`config.mk`:
```
export PLATFORM = sky130hd
export DESIGN_NAME = ad9911_channel_config_seq
export DESIGN_NICKNAME = d
export VERILOG_FILES = /design/src/rtl/ad9911_pkg.sv /design/src/rtl/ad9911_handshake_timer.sv /design/src/rtl/ad9911_channel_config_seq.sv
export SDC_FILE = /design/constraint.sdc
export NUM_CORES = 1
export LEC_CHECK = 0
export BUFFER_PORTS_ARGS = -buffer_cell sky130_fd_sc_hd__buf_2
export CORE_MARGIN = 1
export CORE_UTILIZATION = 35
export DETAILED_ROUTE_END_ITERATION = 12
export MAX_ROUTING_LAYER = met4
export PLACE_DENSITY = 0.67
export SYNTH_ARGS = -nofsm -noshare
export SYNTH_HDL_FRONTEND = slang
export SYNTH_SLANG_ARGS = --single-unit
```
`constraint.sdc`:
```
create_clock -name CLK -period 5.4 [get_ports CLK]
set_clock_uncertainty 0.1 [all_clocks]
set_input_delay 1.08 -clock CLK [delete_from_list [all_inputs] [get_ports CLK]]
set_output_delay 1.08 -clock CLK [all_outputs]
set_load 0.03 [all_outputs]
```
`src/rtl/ad9911_pkg.sv`:
```
// ad9911_pkg: register map, field positions and state encodings shared by the AD9911 config sequencer
package ad9911_pkg;
  localparam logic [7:0] ADDR_CSR   = 8'h00;
  localparam logic [7:0] ADDR_FR1   = 8'h01;
  localparam logic [7:0] ADDR_CFR   = 8'h03;
  localparam logic [7:0] ADDR_CTW0  = 8'h04;
  localparam logic [7:0] ADDR_CPOW0 = 8'h05;
  localparam logic [7:0] ADDR_ACR   = 8'h06;
  localparam int ACR_MULT_EN_BIT = 12;
  localparam int FR1_VCO_BIT     = 23;
  localparam int FR1_PLL_LSB     = 18;
  typedef enum logic [2:0] {INIT, IDLE, PICK, XFER, UPD, FIN} cfg_state_t;
  typedef enum logic [2:0] {HS_IDLE, WAIT_IDLE, ISSUE, WAIT_START, WAIT_END} hs_state_t;
  function automatic logic [31:0] fr1_word(input logic vco, input logic [4:0] pll);
    fr1_word = (32'(vco) << FR1_VCO_BIT) | (32'(pll) << FR1_PLL_LSB);
  endfunction
  function automatic logic [31:0] acr_word(input logic [9:0] asf);
    acr_word = (32'd1 << ACR_MULT_EN_BIT) | 32'(asf);
  endfunction
endpackage

```
`src/rtl/ad9911_handshake_timer.sv`:
```
// ad9911_handshake_timer: one TR/OVER handshake with the serial writer, bounded by a per-phase timeout
module ad9911_handshake_timer
  import ad9911_pkg::*;
#(
  parameter int TIMEOUT_CYCLES = 1023
) (
  input  logic CLK,
  input  logic RESET,
  input  logic start,
  input  logic wr_over,
  output logic wr_tr,
  output logic done,
  output logic timeout
);
  localparam int CW = $clog2(TIMEOUT_CYCLES + 1);
  localparam logic [CW-1:0] TO_LAST = CW'(TIMEOUT_CYCLES - 1);
  hs_state_t st, nxt;
  logic [CW-1:0] cnt;
  logic expired, met;
  // state register; the counter restarts whenever the phase changes
  always_ff @(posedge CLK)
    if (RESET) begin
      st <= HS_IDLE;
      cnt <= '0;
    end else begin
      st <= nxt;
      cnt <= (st != nxt) ? '0 : cnt + 1'b1;
    end
  // next phase: each wait either sees its writer condition or gives up after the budget
  always_comb begin
    expired = cnt == TO_LAST;
    met = (st == WAIT_START) ? !wr_over : wr_over;
    nxt = st;
    case (st)
      HS_IDLE:    nxt = start ? WAIT_IDLE : HS_IDLE;
      WAIT_IDLE:  nxt = met ? ISSUE : expired ? HS_IDLE : WAIT_IDLE;
      ISSUE:      nxt = WAIT_START;
      WAIT_START: nxt = met ? WAIT_END : expired ? HS_IDLE : WAIT_START;
      WAIT_END:   nxt = (met || expired) ? HS_IDLE : WAIT_END;
      default:    nxt = HS_IDLE;
    endcase
  end
  // strobes toward the writer and the sequencer
  always_comb begin
    wr_tr = st == ISSUE;
    done = st == WAIT_END && wr_over;
    timeout = (st == WAIT_IDLE || st == WAIT_START || st == WAIT_END) && !met && expired;
  end
endmodule

```
`src/rtl/ad9911_channel_config_seq.sv`:
```
// ad9911_channel_config_seq: programs FR1 at power-up, then turns channel requests into AD9911 register writes
module ad9911_channel_config_seq
  import ad9911_pkg::*;
#(
  parameter int PLL_MUL        = 20,
  parameter int VCO_HIGH       = 1,
  parameter int TIMEOUT_CYCLES = 1023,
  parameter int UPDATE_CYCLES  = 4
) (
  input  logic        CLK,
  input  logic        RESET,
  input  logic        CFG_VALID,
  output logic        CFG_READY,
  input  logic [3:0]  CFG_CHAN,
  input  logic [2:0]  CFG_SEL,
  input  logic [31:0] CFG_FTW,
  input  logic [13:0] CFG_POW,
  input  logic [9:0]  CFG_ASF,
  output logic        WR_TR,
  output logic [7:0]  WR_ADDR,
  output logic [31:0] WR_DATA,
  input  logic        WR_OVER,
  output logic        IO_UPDATE,
  output logic        BUSY,
  output logic        DONE,
  output logic        ERR
);
  localparam int UW = $clog2(UPDATE_CYCLES + 1);
  localparam logic [UW-1:0] UPD_LAST = UW'(UPDATE_CYCLES - 1);
  cfg_state_t st, nxt;
  logic boot, quiet, acc, hs_start, hs_done, hs_to;
  logic [3:0] pend, pick_bit, chan;
  logic [31:0] ftw, pick_data;
  logic [13:0] pow;
  logic [9:0] asf;
  logic [7:0] pick_addr;
  logic [UW-1:0] upd_cnt;
  ad9911_handshake_timer #(.TIMEOUT_CYCLES(TIMEOUT_CYCLES)) u_hs (
    .CLK(CLK),
    .RESET(RESET),
    .start(hs_start),
    .wr_over(WR_OVER),
    .wr_tr(WR_TR),
    .done(hs_done),
    .timeout(hs_to)
  );
  // sequencer state register
  always_ff @(posedge CLK)
    if (RESET) st <= INIT;
    else st <= nxt;
  // next state: a timeout abandons the request (or restarts power-up), an empty request skips IO_UPDATE
  always_comb begin
    nxt = st;
    case (st)
      INIT:    nxt = XFER;
      IDLE:    nxt = acc ? PICK : IDLE;
      PICK:    nxt = |pend ? XFER : quiet ? FIN : UPD;
      XFER:    nxt = hs_to ? (boot ? INIT : FIN) : hs_done ? (boot ? UPD : PICK) : XFER;
      UPD:     nxt = (upd_cnt == UPD_LAST) ? (boot ? IDLE : FIN) : UPD;
      FIN:     nxt = IDLE;
      default: nxt = INIT;
    endcase
  end
  // state-decoded outputs and handshake kick-off
  always_comb begin
    CFG_READY = st == IDLE;
    BUSY = st != IDLE;
    IO_UPDATE = st == UPD;
    DONE = st == FIN;
    acc = CFG_VALID && st == IDLE;
    hs_start = st == INIT || (st == PICK && |pend);
  end
  // lowest pending bit wins, giving the order CSR, CTW0, CPOW0, ACR
  always_comb begin
    pick_bit = pend & (~pend + 4'd1);
    pick_addr = pick_bit[0] ? ADDR_CSR : pick_bit[1] ? ADDR_CTW0 : pick_bit[2] ? ADDR_CPOW0 : ADDR_ACR;
    pick_data = pick_bit[0] ? {24'b0, chan, 4'b0000} : pick_bit[1] ? ftw : pick_bit[2] ? {18'b0, pow} : acr_word(asf);
  end
  // request capture, write list bookkeeping and writer address/data, held from selection until the frame ends
  always_ff @(posedge CLK)
    if (RESET) begin
      boot <= 1'b1;
      quiet <= 1'b0;
      ERR <= 1'b0;
      pend <= '0;
      chan <= '0;
      ftw <= '0;
      pow <= '0;
      asf <= '0;
      WR_ADDR <= '0;
      WR_DATA <= '0;
      upd_cnt <= '0;
    end else begin
      upd_cnt <= (st == UPD) ? upd_cnt + 1'b1 : '0;
      if (st == INIT) begin
        WR_ADDR <= ADDR_FR1;
        WR_DATA <= fr1_word(1'(VCO_HIGH), 5'(PLL_MUL));
      end
      if (acc) begin
        ERR <= 1'b0;
        chan <= CFG_CHAN;
        ftw <= CFG_FTW;
        pow <= CFG_POW;
        asf <= CFG_ASF;
        quiet <= CFG_CHAN == 4'd0 || CFG_SEL == 3'd0;
        pend <= (CFG_CHAN == 4'd0 || CFG_SEL == 3'd0) ? 4'd0 : {CFG_SEL, 1'b1};
      end
      if (st == PICK && |pend) begin
        WR_ADDR <= pick_addr;
        WR_DATA <= pick_data;
        pend <= pend & ~pick_bit;
      end
      if (hs_to) begin
        ERR <= 1'b1;
        pend <= '0;
      end
      if (st == UPD && boot && upd_cnt == UPD_LAST) boot <= 1'b0;
    end
endmodule

```
==> impl_metrics.py <==
metrics = {
    "pwr": {
        "pwr-share-clk": 0.399,
        "p_leak_nw": 2.446,
        "p_int_mw": 2.034,
        "ir_drop_v": 0.0004960,
        "swShare": 0.3194,
        "p_total_mw": 2.988,
        "switching_power_mw": 0.9541,
        "p_seq_frac": 0.374,
        "power.density_cell_area_mw_per_mm2": 477.9,
        "power_frac_comb": 0.227,
    },
    "yosys": {
        "avgSynthCellArea_um2": 8.237,
        "async_flop_share": 0,
        "netlist_instances": 612,
        "synth_edf_count": 0,
        "syn-cell-area_mm2": 0.005041,
        "yosysSeqAreaShare": 0.4805,
        "synth-seq-cells": 121,
        "ys_types": 56,
        "ys_warn_count": 0,
        "synthFlopType": "dfxtp_1",
    },
    "detailed_routing": {
        "firstDrtPassIters": 6,
        "drc": 0,
        "wl_per_cell_um": 14.05,
        "postRouteAntennaNets": 0,
        "drt_iter0_markers": 288,
        "drt-total-wl_mm": 12.44,
        "vias": 4412,
        "vias_per_cell": 4.980,
    },
    "finish": {
        "n_antenna_cell": 0,
        "fin_util": 0.4469,
        "num-nets-final": 766,
        "syn2layout_area_growth_pct": 24.00,
        "drive_gt1_frac": 0.2139,
    },
    "critical_path": {
        "crit_type": "reg -> out",
        "cp_cell_sequence": "nor3b_1 > buf_2",
        "cpPeakStageDelay_ns": 0.56,
        "crit_arrival_ns": 1.77,
        "cp.required_ns": 4.22,
        "r2r_slack_ns": 2.69,
        "worst_setup_path_end_kind": "primary output",
        "slowest_stage": "dfxtp_1",
        "crit_fanout": 13,
        "crit_start": "st[2]",
        "start_kind": "register",
        "r2r_start": "pend[0]",
    },
    "job": {
        "cap_violations": 0,
    },
    "cts": {
        "cts_resized": 0,
        "clkTransAtPathRegs_ns": 0.05,
        "post_cts_buffers": 0,
        "ctsHoldBuffers": 0,
        "cts_root_buf": "clkbuf_16",
        "cts.sinks": 121,
        "clk_path_buf_depth": 2,
        "cts_inserted_buffers": 17,
        "insertion_delay_ns": 0.41,
        "h-tree-depth": 4,
        "cts_tree": "built",
    },
    "floorplanning": {
        "fp-row-count": 43,
        "die_area_mm2": 0.01489,
        "die_x_um": 122.0,
        "start_util": 0.3604,
        "ios": 113,
        "coreArea_mm2": 0.01399,
        "die_h_um": 122.0,
    },
    "timing": {
        "hold_viol_final": 0,
        "max_slew_margin": 0.2842,
        "setup_viol": 0,
        "slew_violations": 0,
        "worstMarginPinSlew_ns": 1.074,
        "max_clock_freq_ghz": 0.3388,
        "setup_tns_ns": 0,
        "rsz0062_at_grt": "no",
        "post-route-period-util": 0.5465,
        "finalCriticalPeriod_ns": 2.951,
        "hold-worst-slack_ns": 0.3215,
        "setup_ws_ns": 2.449,
    },
    "status": {
        "outcome": "completed",
    },
    "global_routing": {
        "grt_usage": 0.1795,
        "grt_pass1_wl_mm": 19.82,
        "grt_start_max_net_pins": 100,
        "antenna_found_initial": 0,
        "grt_overflow": 0,
        "grt_pass1_vias": 3993,
    },
    "min_path": {
        "worstHoldStart": "upd_cnt[0]",
        "hold_path_class": "reg -> reg",
    },
    "place": {
        "place_congestion": 0.8343,
        "port-buffer-count": 107,
        "dp_hpwl_mm": 8.005,
        "dp_slack_ns": 2.431,
    },
}
[power by group through the flow]
| stage | clock (mW) | sequential [mW] | combinational, mW |
|---|---|---|---|
| 3_5_place_dp | 0 | 1.14 | 0.682 |
| 3_3_place_gp | 0 | 1.13 | 0.677 |
| 4_1_cts | 1.21 | 1.12 | 0.684 |
| 6_report | 1.19 | 1.12 | 0.677 |
| 2_1_floorplan | 0 | 1.11 | 0.523 |
| 5_1_grt | 1.25 | 1.13 | 0.754 |
[sequential cells by signal, summed over array words and instances, names as in the netlist]
| signal | count |
|---|---|
| chan | 4 |
| pow | 14 |
| u_hs.cnt | 10 |
| quiet | 1 |
| WR_ADDR | 3 |
| WR_DATA | 32 |
| pend | 4 |
| st | 3 |
| ERR | 1 |
| ftw | 32 |
| u_hs.st | 3 |
| asf | 10 |
| boot | 1 |
| upd_cnt | 3 |
[cells in the mapped netlist, types with 2 or more instances]
cell type,number,area (um^2)
and2_1,2,12.51
or4_1,2,15.01
nor4b_1,2,17.52
xor2_1,4,35.03
nand2_1,153,574.3
inv_1,8,30.03
buf_1,3,11.26
o31ai_1,3,22.52
nor2_1,41,153.9
a21oi_1,73,365.4
ha_1,5,62.56
nor3_1,15,75.07
nand3b_1,6,45.04
and3_1,6,37.54
a22oi_1,26,195.2
nor2b_1,5,31.28
o21bai_1,3,22.52
buf_2,13,65.06
dfxtp_1,121,2422
or3_1,2,12.51
clkbuf_1,29,108.9
mux2i_1,13,130.1
buf_4,6,45.04
xnor2_1,4,35.03
nand3_1,10,50.05
o2bb2ai_1,4,35.03
a211oi_1,2,15.01
o21ai_0,20,100.1
nor3b_1,4,30.03
[stage by stage]
stage          instances  instance area [um^2]
2_1_floorplan        616                  5056
3_3_place_gp         855                  5630
3_5_place_dp         855                  5630
4_1_cts              886                  6251
5_1_grt              886                  6251
6_report             886                  6251
[layer usage]
layer	vias up	routed length, um	track usage	part of all wire
li1	2249	-	-	-
met1	2021	6039	0.2287	0.49
met2	129	5556	0.2726	0.45
met3	13	694	0.05197	0.056
met4	0	154	0.05478	0.012
met5	-	0	-	0
[worst max-delay path, delay by kind of cell (launching register included)]
| family | cells | cell delay [ns] |
|---|---|---|
| simple gates | 1 | 0.50 |
| buf+inv | 1 | 0.30 |
| flops | 1 | 0.56 |
[cell usage in the layout, fill, tap and decap left out, types with 3 or more instances in the layout]
cell	synthesis	final
clkinv_2	0	3
buf_4	6	5
nand3_1	10	10
a22oi_1	26	26
nor2b_1	5	5
bufinv_16	0	4
o31ai_1	3	3
dfxtp_1	121	121
and3_1	6	6
inv_1	8	8
a21oi_1	73	73
buf_2	13	106
o21ai_0	20	20
clkbuf_16	0	17
nor3b_1	4	4
mux2i_1	13	13
xor2_1	4	4
clkbuf_1	29	3
o21bai_1	3	3
xnor2_1	4	4
ha_1	5	5
nor2_1	41	41
nand3b_1	6	6
o2bb2ai_1	4	4
clkbuf_8	0	3
conb_1	1	5
nor3_1	15	14
nand2_1	153	153
[final timing paths]
kind                                     to  depth (start not counted)
worst max register to register  u_hs.cnt[9]                          5
worst max-delay path              IO_UPDATE                          2
worst min register to register   upd_cnt[0]                          1
worst min-delay path             upd_cnt[0]                          1
[cells by family after synthesis]
family	after synthesis	share of synthesized area
compound gates	146	0.1799
other cells	1	0.0007439
mux	14	0.02879
buf+inv	60	0.05386
xor+xnor	8	0.01390
flops	121	0.4805
fa+ha+maj	5	0.01241
simple gates	257	0.2298
[final cells by class]
type / instances / area, um^2
sequential: 121 / 2422
inverter: 8 / 30.03
multi-input combinational: 435 / 2385
timing repair buffer: 111 / 568.0
tap: 180 / 225.2
clock buffer: 23 / 478.0
fill: 1424 / 7737
clock inverter: 8 / 142.6
No activity file was read; power rests on OpenSTA's default activity.
